--- src/rtl/lvds_scan_ctrl.sv ---
`default_nettype none
// ============================================================================
// Module      : lvds_scan_ctrl
// Description : Raster timing generator and image-RAM read scheduler with
//               integer upscaling, marker column and background fill.
// Revision    : 1.0 - initial release
// ============================================================================
module lvds_scan_ctrl #(
    parameter int          H_ACTIVE = 1366,
    parameter int          H_BLANK  = 50,
    parameter int          V_ACTIVE = 767,
    parameter int          V_BLANK  = 12,
    parameter int          HS_FP    = 8,
    parameter int          HS_W     = 16,
    parameter int          VS_FP    = 2,
    parameter int          VS_W     = 4,
    parameter int          IMG_W    = 100,
    parameter int          IMG_H    = 100,
    parameter int          SCALE    = 4,
    parameter int          ADDR_W   = 14,
    parameter int          MARK_X   = 450,
    parameter logic [23:0] BG_RGB   = 24'h000000
) (
    input  logic              clk,
    input  logic              rst,
    output logic              rd_en,
    output logic [ADDR_W-1:0] rd_addr,
    input  logic [7:0]        rd_r,
    input  logic [7:0]        rd_g,
    input  logic [7:0]        rd_b,
    output logic              hsync,
    output logic              vsync,
    output logic              de,
    output logic [7:0]        red,
    output logic [7:0]        green,
    output logic [7:0]        blue,
    output logic              frame_start
);
    localparam int c_H_TOTAL = H_ACTIVE + H_BLANK;
    localparam int c_V_TOTAL = V_ACTIVE + V_BLANK;
    localparam int c_X_W     = $clog2(c_H_TOTAL);
    localparam int c_Y_W     = $clog2(c_V_TOTAL);
    localparam int c_S_W     = (SCALE > 1) ? $clog2(SCALE) : 1;
    localparam logic [c_X_W-1:0] c_X_LAST = c_X_W'(c_H_TOTAL - 1);
    localparam logic [c_Y_W-1:0] c_Y_LAST = c_Y_W'(c_V_TOTAL - 1);
    localparam logic [c_S_W-1:0] c_S_LAST = c_S_W'(SCALE - 1);

    typedef struct packed {
        logic act;
        logic hs;
        logic vs;
        logic win;
        logic mark;
        logic fs;
    } flags_t;

    logic [c_X_W-1:0]  r_x;
    logic [c_Y_W-1:0]  r_y;
    logic [31:0]       w_x32;
    logic [31:0]       w_y32;
    logic              w_x_last;
    logic              w_y_last;
    logic              w_win_y;
    flags_t            w_f0;
    flags_t            r_f1;
    flags_t            r_f2;
    logic [c_S_W-1:0]  r_sx;
    logic [c_S_W-1:0]  r_sy;
    logic [c_S_W-1:0]  w_sx_cur;
    logic [ADDR_W-1:0] r_row_base;
    logic [ADDR_W-1:0] r_addr;
    logic [ADDR_W-1:0] w_addr_cur;
    logic [23:0]       w_rgb;

    assign w_x32    = 32'(r_x);
    assign w_y32    = 32'(r_y);
    assign w_x_last = (r_x == c_X_LAST);
    assign w_y_last = (r_y == c_Y_LAST);
    assign w_win_y  = (w_y32 < 32'(IMG_H * SCALE));

    always_ff @(posedge clk) begin
        if (rst) begin
            r_x <= '0;
            r_y <= '0;
        end else if (w_x_last) begin
            r_x <= '0;
            r_y <= w_y_last ? '0 : r_y + c_Y_W'(1);
        end else begin
            r_x <= r_x + c_X_W'(1);
        end
    end

    always_comb begin
        w_f0      = '0;
        w_f0.act  = (w_x32 < 32'(H_ACTIVE)) && (w_y32 < 32'(V_ACTIVE));
        w_f0.hs   = (w_x32 >= 32'(H_ACTIVE + HS_FP)) && (w_x32 < 32'(H_ACTIVE + HS_FP + HS_W));
        w_f0.vs   = (w_y32 >= 32'(V_ACTIVE + VS_FP)) && (w_y32 < 32'(V_ACTIVE + VS_FP + VS_W));
        w_f0.win  = (w_x32 < 32'(IMG_W * SCALE)) && w_win_y;
        w_f0.mark = (w_x32 == 32'(MARK_X));
        w_f0.fs   = w_f0.act && (r_x == '0) && (r_y == '0);
    end

    // Start of line reloads the column state from the row base in the same cycle.
    assign w_sx_cur   = (r_x == '0) ? '0 : r_sx;
    assign w_addr_cur = (r_x == '0) ? r_row_base : r_addr;

    always_ff @(posedge clk) begin
        if (rst) begin
            r_sx       <= '0;
            r_sy       <= '0;
            r_row_base <= '0;
            r_addr     <= '0;
        end else begin
            if (w_f0.win) begin
                if (w_sx_cur == c_S_LAST) begin
                    r_sx   <= '0;
                    r_addr <= w_addr_cur + ADDR_W'(1);
                end else begin
                    r_sx   <= w_sx_cur + c_S_W'(1);
                    r_addr <= w_addr_cur;
                end
            end
            if (w_x_last) begin
                if (w_y_last) begin
                    r_sy       <= '0;
                    r_row_base <= '0;
                end else if (w_win_y) begin
                    if (r_sy == c_S_LAST) begin
                        r_sy       <= '0;
                        r_row_base <= r_row_base + ADDR_W'(IMG_W);
                    end else begin
                        r_sy <= r_sy + c_S_W'(1);
                    end
                end
            end
        end
    end

    always_ff @(posedge clk) begin
        if (rst) begin
            rd_en   <= 1'b0;
            rd_addr <= '0;
            r_f1    <= '0;
            r_f2    <= '0;
        end else begin
            rd_en <= w_f0.win;
            if (w_f0.win) begin
                rd_addr <= w_addr_cur;
            end
            r_f1 <= w_f0;
            r_f2 <= r_f1;
        end
    end

    // Marker overrides RAM data, but the read itself still happens.
    always_comb begin
        w_rgb = 24'h000000;
        if (!r_f2.act) begin
            w_rgb = 24'h000000;
        end else if (r_f2.mark) begin
            w_rgb = 24'hFFFFFF;
        end else if (r_f2.win) begin
            w_rgb = {rd_r, rd_g, rd_b};
        end else begin
            w_rgb = BG_RGB;
        end
    end

    always_ff @(posedge clk) begin
        if (rst) begin
            hsync              <= 1'b1;
            vsync              <= 1'b1;
            de                 <= 1'b0;
            {red, green, blue} <= 24'h000000;
            frame_start        <= 1'b0;
        end else begin
            hsync              <= ~r_f2.hs;
            vsync              <= ~r_f2.vs;
            de                 <= r_f2.act;
            {red, green, blue} <= w_rgb;
            frame_start        <= r_f2.fs;
        end
    end
endmodule
`default_nettype wire

--- config.mk ---
export PLATFORM = sky130hd
export DESIGN_NAME = lvds_scan_ctrl
export DESIGN_NICKNAME = d
export VERILOG_FILES = /design/src/rtl/lvds_scan_ctrl.sv
export SDC_FILE = /design/constraint.sdc
export NUM_CORES = 1
export LEC_CHECK = 0
export ABC_AREA = 1
export BUFFER_PORTS_ARGS = -buffer_cell sky130_fd_sc_hd__buf_2
export CELL_PAD_IN_SITES_DETAIL_PLACEMENT = 1
export CELL_PAD_IN_SITES_GLOBAL_PLACEMENT = 2
export CORE_ASPECT_RATIO = 1.5
export CORE_UTILIZATION = 34
export CTS_BUF_LIST = sky130_fd_sc_hd__clkbuf_4
export CTS_CLUSTER_DIAMETER = 80
export CTS_CLUSTER_SIZE = 14
export DETAILED_ROUTE_END_ITERATION = 8
export GPL_ROUTABILITY_DRIVEN = 0
export PLACE_DENSITY = 0.91
export SKIP_LAST_GASP = 1
export SYNTH_ARGS = -nofsm -noshare
export SYNTH_HDL_FRONTEND = slang
export SYNTH_SLANG_ARGS = --single-unit
--- constraint.sdc ---
create_clock -name clk -period 2.65 [get_ports clk]
set_input_delay 0.1325 -clock clk [delete_from_list [all_inputs] [get_ports clk]]
set_output_delay 0.1325 -clock clk [all_outputs]
set_load 0.1 [all_outputs]
### Word-level counts from Yosys, hierarchy flattened

Index checks and enable logic that the tools add are counted.

* logic and storage cells: 75
* output and inout port bits: 43
* register bits after elaboration: 107

* eq/ne operators: 5
* add/subtract/negate cells: 6
* reductions and logical operators: 14
* muxes and demuxes: 13
* bitwise logic cells: 3
* $lt $le $gt $ge: 8

Operator list (number)
* two-way mux 14 bit: 5
* two-way mux 24 bit: 2
* < comparator 11 bit, second input constant: 2
* < comparator 10 bit, second input constant: 2
* adder 14 x 1 -> 14 bit, second input constant: 1
* adder 14 x 7 -> 14 bit, second input constant: 1
* adder 11 x 1 -> 11 bit, second input constant: 1
* == test 11 bit, second input constant: 1
* == test 11 x 9 -> 1 bit, second input constant: 1
* >= comparator 11 bit, second input constant: 1
* logical NOT 11 bit: 1
* < comparator 11 x 9 -> 1 bit, second input constant: 1
* adder 10 x 1 -> 10 bit, second input constant: 1
* == test 10 bit, second input constant: 1
* >= comparator 10 bit, second input constant: 1
* logical NOT 10 bit: 1
* < comparator 10 x 9 -> 1 bit, second input constant: 1
* two-way mux 10 bit: 1
* two-way mux 2 bit: 5
* logical AND 1 bit: 6
* adder 2 x 1 -> 2 bit, second input constant: 2
* == test 2 bit, second input constant: 2
* nonzero test 2 bit: 2
* OR reduction 2 bit: 2
* other kinds (3): 5

### Longest topological paths before layout

Gate-level depths: netlist (run 1).

* depth after elaboration: 4
* depth in mapped cells: 19
* depth with buffers taken out: 17

### Worst setup path before layout (run 1)

Ideal clock, no wire load.

* path type: reg2reg
* from: register r_x[0]
* to: register r_addr[9]
* setup time: 109 ps
* slack: 312 ps
* stages on the path, launching flop included: 18
* period minus slack after synthesis: 2338 ps
* arrival time: 2230 ps
* path buffers: 2
* cell sequence: dfxtp_1 -> inv_1 -> ha_1 -> inv_1 -> nor2_2 -> nand3_4 -> nor2_8 -> buf_4 -> nor2_1 -> ha_1 -> clkbuf_1 -> nand4_1 -> nor2_2 -> nand3_2 -> o21ai_0 -> nand3_1 -> nand2_1 -> inv_1

* longest elaborated chain between the ends: 4
* elaborated cells on any way between the ends: 8

Ends and longest elaborated chain
* from (decl): line 57 `logic [c_X_W-1:0] r_x;`
* from (signal assigned): line 89 `r_x <= r_x + c_X_W'(1);`
* logical NOT 11 bit: line 104, 105
* two-way mux 14 bit or two-way mux 2 bit (tied branches): line 105, 104
* adder 14 x 1 -> 14 bit or == test 2 bit (tied branches): line 117, 115
* two-way mux 14 bit: line 115 `if (w_sx_cur == c_S_LAST) begin`
* to (signal assigned): line 117 `r_addr <= w_addr_cur + ADDR_W'(1);`
* to (signal assigned): line 120 `r_addr <= w_addr_cur;`
* to (decl): line 71 `logic [ADDR_W-1:0] r_addr;`

Several ways; a longest one is shown, not always the timed one.
A chain may end at the register's enable or synchronous reset.

### Final worst setup path (run 1)

* from: register r_x[0]
* to: register r_addr[11]

Same word-level chain as after synthesis.

==> run_results.csv, run 1 <==
group,metric,value,unit
worst_hold_path,hold_path_depth,1,
synthesis,syn-num-nets,688,
global_routing,grt_pass1_vias,4580,
detailed_routing,vias,4491,
global_routing,met2_usage,38.4,%
detailed_routing,wl_per_cell,15.0,µm
detailed_routing,viasPerCell,4.94,
synthesis,synth-edff-count,0,
critical_path,critPathMaxFanout,14,
floorplanning,die_h,148,µm
timing,post-route-min-period,2390,ps
worst_hold_path,holdPathEnd,"hsync",
floorplanning,core,13900,µm²
critical_path,reg2reg_slack,260,ps
synthesis,yosysTopAreaCellShare,43.5,%
detailed_routing,drc_errors,0,
global_routing,grt_util_met1,19.3,%
timing,fmax,419,MHz
global_routing,grt_first_pass_wirelength,22.1,mm
floorplanning,num_rows,53,
power,leakage,2.45,nW
global_routing,antenna_found_initial,1,
worst_hold_path,min_path_type,"flip-flop to flip-flop",
synthesis,mappedNetlistArea,4830,µm²
detailed_routing,dr.pass1.iters,4,
placed_design,pre_cts_ws,206,ps
timing,finalHoldViolCount,0,
synthesis,yosysWarningCount,0,
job,drv_cap,0,
clock_network,htree_num_levels,3,
floorplanning,ioPinCount,69,
floorplanning,die_w,99.3,µm
floorplanning,start_util,34.7,%
synthesis,avgSynthCellArea,7.43,µm²
detailed_routing,postRouteAntennaNets,0,
critical_path,crit_start,"r_x[0]",
finish,syn_to_final_growth,17.5,%
floorplanning,dieArea,14700,µm²
critical_path,cp.required,3090,ps
clock_network,cts.sinks,105,
synthesis,yosysTopAreaCell,"dfxtp_1",
clock_network,cts_tree,"done",
clock_network,clkLatencyLatePin,500,ps
synthesis,ys.flop_type,"dfxtp_1",
timing,finalMaxSlewViolations,0,
timing,worst_pin_slew,853,ps
worst_hold_path,min_from,"r_f2[4]",
timing,slew_headroom,43.0,%
finish,fin_nets,777,
detailed_routing,drt_iter0_markers,127,
critical_path,critical_path_class,"flip-flop to flip-flop",
placed_design,hpwlAfterDp,10.1,mm
critical_path,crit_top_cell,"inv_1",
critical_path,worstPathCellList,"inv_1 -> ha_1 -> inv_1 -> nor2_2 -> nand3_4 -> nor2_8 -> nor2_1 -> ha_2 -> nand4_1 -> nor2_2 -> nand3_2 -> nor2_4 -> nand3_1 -> nand3_1 -> nand2_1 -> inv_1",
synthesis,synthArstFlopShare,0,%
global_routing,use_met3,3.55,%
critical_path,endpoint_kind,"flip-flop",
timing,rsz0062_at_grt,"false",
timing,setup_viol,0,
synthesis,synthTopCellsByArea,"dfxtp_1 44%, nand2_1 8.9%, a21oi_1 7.4%, inv_1 6.8%, nor2_1 5.5%",
timing,setup_tns,0,ps
global_routing,grtUsageTotal,19.2,%
placed_design,portBuffers,68,
critical_path,crit_slowest_cell,"dfxtp_1",
power,vdd_ir_drop_max,0.201,mV
global_routing,grt_max_degree,36,
critical_path,worstReg2RegEnd,"r_addr[11]",
critical_path,worstPathArrival,2830,ps
timing,min_period_over_period,90.1,%
global_routing,top_usage_layer,"met2",
finish,nFillCells,1752,
finish,layout-drive-gt1-share,17.9,%
critical_path,cpPeakStageDelay,390,ps
clock_network,cts_root_buf,"clkbuf_4",
timing,worst_slack,263,ps
critical_path,reg2regPathDepth,16,
global_routing,grt-ovfl-total,0,
synthesis,synth_cell_types,43,
clock_network,path_clk_slew,160,ps
synthesis,syn_inst,650,
detailed_routing,totalWireLength,13.7,mm
timing,finalClockSkew,26.3,ps
synthesis,ys_seq_area_share,43.5,%
critical_path,reg2reg_from,"r_x[0]",
critical_path,critPathLaunchType,"flip-flop",
status,status,"complete, no violations",
clock_network,cts_buffers,9,
synthesis,ys_ff_latch,105,
clock_network,clockBufferDepth,2,
power,pwr_density_cell,505,nW/µm²
report_power, final:
group | total, mW | leakage (nW) | internal, mW | switching, mW
clock network | 0.791 | 0.0693 | 0.217 | 0.574
logic | 0.431 | 1.53 | 0.122 | 0.308
registers | 1.65 | 0.852 | 1.62 | 0.0248
total | 2.87 | 2.45 | 1.96 | 0.907
cell usage in the layout, fill, tap and decap left out, types with 4 or more instances in the layout:
cell	synthesis	final
dfxtp_1	105	105
clkbuf_4	0	10
buf_4	1	8
o21ai_0	34	34
o21bai_1	4	4
nor2_2	11	11
nor3_1	21	21
nand4_1	8	8
o21ai_2	6	6
nor2_1	71	71
buf_2	1	68
nand3_1	28	28
inv_1	88	88
nand2_1	114	114
a21oi_1	71	71
a211oi_1	7	7
ha_1	12	11
nand2_2	9	9
dlygate4sd3_1	0	25
registers in the layout, indices dropped and copies added, names as in the netlist:
register	flops
r_addr	14
rd_addr	14
r_row_base	12
r_x	11
r_y	10
blue	8
green	8
red	8
r_f1	6
r_f2	6
r_sx	2
r_sy	2
de	1
frame_start	1
hsync	1
vsync	1
synth_stat cells, types with 2 or more instances:
cell type	instances
dfxtp_1	105
nor2_2	11
nand3_2	3
o21ai_0	34
buf_6	3
nand2_1	114
clkbuf_8	3
nand4_1	8
nor3b_1	3
o21ai_2	6
nor2_4	3
o211ai_1	3
nor4_1	3
nor2_1	71
xor2_1	3
nor3_1	21
nand3_1	28
clkbuf_1	15
inv_1	88
nand2_2	9
a21oi_1	71
a211oi_1	7
o21ai_1	3
o21bai_1	4
ha_1	12
a21oi_2	2
metrics by stage:
stage	hold slack [ps]	cell area (µm²)	utilization [%]	power [mW]	cells
2_1_floorplan	277	4830	-	1.99	650
3_3_place_gp	360	5290	38.0	2.07	868
3_5_place_dp	364	5290	38.0	2.08	868
4_1_cts	401	5670	40.7	2.90	909
5_1_grt	417	5670	40.7	3.01	910
6_report	398	5670	40.7	2.87	910
worst max path at each step:
| stage | endpoint | slack [ps] | cells past startpoint |
|---|---|---|---|
| 6_report | r_addr[11] | 260 | 16 |
| 5_1_grt | r_addr[9] | 20 | 16 |
| 4_1_cts | r_addr[11] | 170 | 16 |
| 3_5_place_dp | r_addr[11] | 210 | 16 |
| 3_3_place_gp | r_addr[9] | 340 | 15 |
| 2_1_floorplan | r_addr[9] | 310 | 17 |
cell type report:
type	instances	area, µm²	share of cell area, %
clock buffer	10	75.1	1.32
tap	165	206	3.64
inverter	90	338	5.96
timing repair buffer	101	651	11.5
clock inverter	6	50.0	0.882
sequential	105	2100	37.1
multi-input combinational	432	2250	39.6
antenna	1	2.50	0.0441
worst max-delay path, delay by kind of cell (launching register included):
family                     cells  cell delay (ps)
adders and majority gates      2              550
and+or+nand+nor               11             1180
DFF                            1              390
buffers and inverters          3              230
layer usage:
| layer | up-vias | routed length (µm) | part of all wire, % |
|---|---|---|---|
| li1 | 2272 | - | - |
| met1 | 2123 | 5420 | 40 |
| met2 | 79 | 7590 | 55 |
| met3 | 17 | 454 | 3.3 |
| met4 | 0 | 227 | 1.7 |
| met5 | - | 0 | 0 |
logic make-up (layout without fill, tap and decap cells):
family	Yosys count	after routing	share of synthesized area [%]
and+or+nand+nor	282	282	27.2
adders and majority gates	12	12	3.11
other	0	1	0
buffers and inverters	113	207	9.97
AOI/OAI and AO/OA	134	134	15.5
DFF	105	105	43.5
xor gates and xnor gates	4	4	0.726
what timing repair did:
action / 4_1_cts / 5_1_grt
hold endpoints to repair: 25 / 0
hold buffers: 25 / 0
gates resized for setup: 0 / 1
setup buffers: 0 / 0
endpoints found under the setup margin: 0 / 4
No activity file was read; power rests on OpenSTA's default activity.
==> inputs of run 2 (changes only) <==
BUFFER_PORTS_ARGS = default   (was -buffer_cell sky130_fd_sc_hd__buf_2)
CORE_UTILIZATION = 37   (was 34)
DONT_BUFFER_PORTS = 1   (was default)
PLACE_DENSITY = 0.9   (was 0.91)
==> run 2 against run 1 <==
  * Clock-buffer cell count fell by 1
  * Fmax grew 1.2%
  * Global-route usage grew 0.63 points
  * Sequential power increased by 2%
  * Utilization is 2.8 points higher
  * Largest cell class unchanged
  * Clock power up 11%
  * Worst hold slack worse by 76 ps
  * Via count decreased by 4.1%
  * Critical path type unchanged
  * Combinational power shrank 11%
  * Cell count shrank 7.3%
  * Setup slack improved by 29 ps
==> run_results.csv, run 2 (same netlist as run 1, synthesis figures left out) <==
group,metric,value,unit
floorplanning,core,12600,µm²
clock_network,clockBufferDepth,2,
global_routing,grtUsageTotal,19.9,%
floorplanning,die_h,142,µm
critical_path,crit_slowest_cell,"dfxtp_1",
critical_path,crit_family,"simple AND/OR/NAND/NOR gates",
global_routing,grt_max_degree,36,
timing,slew_headroom,29.8,%
clock_network,postCtsSetupRepairBufs,0,
finish,seqCellArea,2100,µm²
global_routing,grt_first_pass_wirelength,21.0,mm
finish,layout_common_cells,"114 x nand2_1, 105 x dfxtp_1, 88 x inv_1",
critical_path,endpoint_kind,"flip-flop",
detailed_routing,dr.pass1.iters,4,
critical_path,worstPathArrival,2780,ps
placed_design,portBuffers,0,
critical_path,critPathLaunchType,"flip-flop",
clock_network,clkLatencyLatePin,480,ps
critical_path,cpPeakStageDelay,390,ps
finish,fin_util,43.5,%
finish,final_common_cell,"nand2_1",
power,leakage,2.21,nW
clock_network,cts.sinks,105,
finish,multi_input_area,2260,µm²
detailed_routing,drc_errors,0,
detailed_routing,postRouteAntennaNets,0,
detailed_routing,wl_per_cell,15.3,µm
power,pwr_density_cell,540,nW/µm²
clock_network,cts_root_buf,"clkbuf_4",
finish,nFillCells,1549,
critical_path,critical_path_class,"flip-flop to flip-flop",
detailed_routing,vias,4306,
floorplanning,ioPinCount,69,
floorplanning,die_w,95.3,µm
job,drv_cap,0,
clock_network,htree_num_levels,3,
detailed_routing,viasPerCell,5.10,
timing,worst_pin_slew,1050,ps
timing,rsz0062_at_grt,"false",
floorplanning,start_util,38.4,%
detailed_routing,drt_iter0_markers,89,
finish,syn_to_final_growth,13.4,%
status,status,"complete, no violations",
timing,post-route-min-period,2360,ps
detailed_routing,totalWireLength,12.9,mm
finish,fin_nets,720,
power,vdd_ir_drop_max,0.316,mV
global_routing,grt_pass1_vias,4435,
critical_path,crit_buf_inv,3,
timing,finalClockSkew,27.5,ps
floorplanning,num_rows,50,
critical_path,worstPathCellList,"inv_1 -> ha_1 -> inv_1 -> nor2_2 -> nand3_4 -> nor2_8 -> nor2_1 -> ha_4 -> nand4_1 -> nor2_2 -> nand3_2 -> nor2_4 -> nand3_1 -> nand3_1 -> nand2_1 -> inv_1",
timing,finalMaxSlewViolations,0,
timing,fmax,424,MHz
global_routing,grt-ovfl-total,0,
worst_hold_path,min_path_type,"input pin to flip-flop",
clock_network,cts_tree,"done",
critical_path,cp.required,3080,ps
finish,layout-drive-gt1-share,11.1,%
clock_network,cts_buffers,9,
finish,reg.largest.list,"r_addr: 14 flops, rd_addr: 14 flops, r_row_base: 12 flops",
critical_path,critPathMaxFanout,9,
timing,finalHoldViolCount,0,
timing,setup_tns,0,ps
timing,min_period_over_period,89.0,%
timing,setup_viol,0,
placed_design,hpwlAfterDp,9.46,mm
critical_path,crit_top_cell,"inv_1",
clock_network,path_clk_slew,200,ps
floorplanning,dieArea,13500,µm²
global_routing,antenna_found_initial,1,
-- run 2: cell types whose count changed in the layout (fill, tap and decap cells not counted), moves of 2 or more --
cell / change
buf_2: -68
buf_4: +10
clkinv_8: +5
inv_6: -2
-- run 2: path summary, 6_finish.rpt --
check | startpoint | end | slack (ps) | cells past startpoint
hold / removal | rd_b[5] | blue[5] | 320 | 3
setup reg to reg | r_x[0] | r_addr[9] | 290 | 16
setup / recovery | r_x[0] | r_addr[9] | 290 | 16
hold reg to reg | r_f2[3] | vsync | 400 | 1
-- run 2: what timing repair did --
item / in CTS / in global routing
hold endpoints to repair: 51 / 0
endpoints found under the setup margin: 0 / 29
hold buffers: 25 / 0
gates resized for setup: 0 / 3
-- run 2: per-layer routing --
layer	routed length (µm)	track usage (%)
met5	0	0
met4	319	7.10
met3	333	2.89
met2	7100	38.8
met1	5130	20.7
-- run 2: layout make-up --
| type | count | share of cell area, % |
|---|---|---|
| diodes | 1 | 0.0457 |
| clock buffers | 9 | 1.23 |
| inverters | 90 | 6.17 |
| well taps | 156 | 3.56 |
| flip-flops and latches | 105 | 38.4 |
| clock inverters | 7 | 1.90 |
| multi-input cells | 432 | 41.2 |
| repair buffers | 44 | 7.45 |
-- run 2: per-stage QoR --
| step | hold slack (ps) | worst slack, ps | instance area, µm² | cells | power, mW |
|---|---|---|---|---|---|
| after floorplan | 277 | 312 | 4830 | 650 | 1.99 |
| after global placement | 206 | 367 | 5040 | 802 | 2.06 |
| after detailed placement | 211 | 185 | 5040 | 802 | 2.07 |
| after CTS | 283 | 59.0 | 5460 | 843 | 3.00 |
| after global routing | 297 | 17.4 | 5480 | 844 | 3.09 |
| final | 323 | 293 | 5480 | 844 | 2.95 |
-- run 2: worst min-delay path: stages --
cell,delay (ps)
dlygate4sd3_1,540
nand2_1,70
a21oi_1,50
-- run 2: where the power goes --
part	internal, mW	leakage, nW	total [mW]	switching [mW]
logic	0.116	1.27	0.385	0.269
clock network	0.245	0.0880	0.881	0.636
registers	1.62	0.852	1.69	0.0668
total	1.98	2.21	2.95	0.972
==> inputs of run 3 (changes only) <==
--- a/config.mk
+++ b/config.mk
@@ -19,4 +19,5 @@
 export PLACE_DENSITY = 0.9
 export SKIP_LAST_GASP = 1
+export SLEW_MARGIN = 40
 export SYNTH_ARGS = -nofsm -noshare
 export SYNTH_HDL_FRONTEND = slang
==> constraint.sdc (replaced) <==
create_clock -name clk -period 2.65 [get_ports clk]
set_input_delay 0.1325 -clock clk [delete_from_list [all_inputs] [get_ports clk]]
set_output_delay 0.1325 -clock clk [all_outputs]
set_load 0.005 [all_outputs]
==> run 3 against run 2 <==
  * Total power shrank 5.7%
  * Clock skew is essentially flat
  * Register-to-register slack lost 30 ps
  * Sequential power shrank 2%
  * Critical path depth grew 1
  * Utilization shrank 1.2 points
  * Via count shrank 0.81%
  * Combinational power shrank 28%
  * Critical path type unchanged
  * Largest cell class unchanged
==> run_results.csv, run 3 (same netlist as run 1, synthesis figures left out) <==
group,metric,value,unit
critical_path,endpoint_kind,"flip-flop",
placed_design,portBuffers,0,
critical_path,worstPathArrival,2780,ps
clock_network,htree_num_levels,3,
finish,fin_util,42.4,%
finish,layout_common_cells,"113 x nand2_1, 105 x dfxtp_1, 88 x inv_1",
detailed_routing,dr.pass1.iters,4,
critical_path,cp.required,3040,ps
power,leakage,2.12,nW
power,combPwrFrac,10.0,%
detailed_routing,wl_per_cell,15.6,µm
floorplanning,dieArea,13500,µm²
critical_path,crit_top_cell,"inv_1",
timing,fmax,419,MHz
job,drv_cap,0,
critical_path,critPathMaxFanout,9,
global_routing,grt-ovfl-total,0,
power,clock_power_share,30.7,%
critical_path,crit_slowest_cell,"dfxtp_1",
power,p_total,2.79,mW
global_routing,grt_max_degree,36,
finish,seqCellArea,2100,µm²
floorplanning,start_util,38.4,%
timing,min_period_over_period,90.1,%
clock_network,clkLatencyLatePin,490,ps
placed_design,hpwlAfterDp,9.21,mm
detailed_routing,viasPerCell,5.15,
finish,reg.largest.list,"r_addr: 14 flops, rd_addr: 14 flops, r_row_base: 12 flops",
critical_path,worstPathCellList,"inv_1 -> ha_1 -> inv_1 -> nor2_2 -> nand3_4 -> nor2_8 -> nor2_1 -> ha_2 -> inv_1 -> nor2_1 -> nand3_1 -> nor2_2 -> nand4_1 -> nand2_1 -> nand3_1 -> nand2_1 -> inv_1",
floorplanning,core,12600,µm²
clock_network,clockBufferDepth,2,
worst_hold_path,min_path_type,"input pin to flip-flop",
timing,holdWs,97.6,ps
finish,multi_input_area,2250,µm²
timing,setup_tns,0,ps
floorplanning,ioPinCount,69,
timing,finalMaxSlewViolations,0,
global_routing,antenna_found_initial,1,
finish,fin_nets,706,
finish,final_common_cell,"nand2_1",
power,p_sw_share,30.0,%
clock_network,postCtsSetupRepairBufs,0,
power,power.switching,0.836,mW
status,status,"complete, no violations",
clock_network,cts_buffers,9,
critical_path,cpPeakStageDelay,400,ps
power,p_seq_share,59.3,%
timing,finalClockSkew,27.7,ps
critical_path,crit_family,"simple AND/OR/NAND/NOR gates",
power,pwr_density_cell,523,nW/µm²
detailed_routing,postRouteAntennaNets,0,
global_routing,grtUsageTotal,20.2,%
clock_network,cts.sinks,105,
timing,post-route-min-period,2390,ps
critical_path,critPathLaunchType,"flip-flop",
timing,rsz0062_at_grt,"false",
floorplanning,num_rows,50,
detailed_routing,drt_iter0_markers,101,
finish,layout-drive-gt1-share,9.51,%
timing,slew_headroom,48.1,%
finish,syn_to_final_growth,10.3,%
timing,worst_pin_slew,777,ps
timing,setup_viol,0,
clock_network,cts_root_buf,"clkbuf_4",
timing,finalHoldViolCount,0,
critical_path,crit_buf_inv,4,
finish,nFillCells,1596,
detailed_routing,drc_errors,0,
floorplanning,die_w,95.3,µm
detailed_routing,vias,4271,
critical_path,critical_path_class,"flip-flop to flip-flop",
clock_network,path_clk_slew,200,ps
power,p_int,1.95,mW
global_routing,grt_first_pass_wirelength,21.2,mm
floorplanning,die_h,142,µm
power,vdd_ir_drop_max,0.190,mV
detailed_routing,totalWireLength,12.9,mm
global_routing,grt_pass1_vias,4422,
clock_network,cts_tree,"done",
==> run 3: worst register-to-register path: cells and delay by family (launching register included) <==
family                   cells  cell delay, ps
adder cells (fa/ha/maj)      2             530
buffers and inverters        4             320
flip-flops                   1             400
AND/OR/NAND/NOR             11            1060
==> run 3: stage by stage <==
stage	setup WS, ps	cells	instance area, µm²
4_1_cts	164	829	5330
3_3_place_gp	360	788	4930
6_report	262	830	5330
3_5_place_dp	214	788	4930
5_1_grt	28.5	830	5330
2_1_floorplan	312	650	4830
==> run 3: power by group through the flow <==
stage	combinational, mW	sequential (mW)	clock (mW)
CTS	0.280	1.65	0.886
global route	0.308	1.66	0.944
finish	0.278	1.65	0.857
detailed placement	0.242	1.69	0
global placement	0.234	1.68	0
floorplan	0.189	1.67	0
==> run 3: routing by layer <==
| metal | global-route usage, % | wire (µm) | vias to the layer above |
|---|---|---|---|
| li1 | - | - | 2137 |
| met1 | 21.7 | 5320 | 2030 |
| met2 | 37.9 | 6880 | 79 |
| met3 | 3.75 | 384 | 25 |
| met4 | 7.58 | 333 | 0 |
| met5 | 0 | 0 | - |
==> run 3: worst paths after layout <==
check	from	slack, ps	to	depth (start not counted)
worst min-delay path	rst	100	r_f1[2]	2
worst min register to register	r_f2[3]	410	vsync	1
worst max register to register	r_x[0]	260	r_addr[11]	17
worst max-delay path	r_x[0]	260	r_addr[11]	17
==> run 3: repair_timing <==
action,in CTS,in global routing
hold buffers,25,0
hold endpoints to repair,51,0
gates resized for setup,0,1
setup endpoints to repair,0,2
==> run 3: final cells by class <==
type | instances | share of cell area [%]
Multi-Input combinational cell | 432 | 42.2
Clock inverter | 7 | 1.43
Tap cell | 156 | 3.66
Timing Repair Buffer | 30 | 5.54
Clock buffer | 9 | 1.27
Sequential cell | 105 | 39.5
Inverter | 90 | 6.34
Antenna cell | 1 | 0.0470
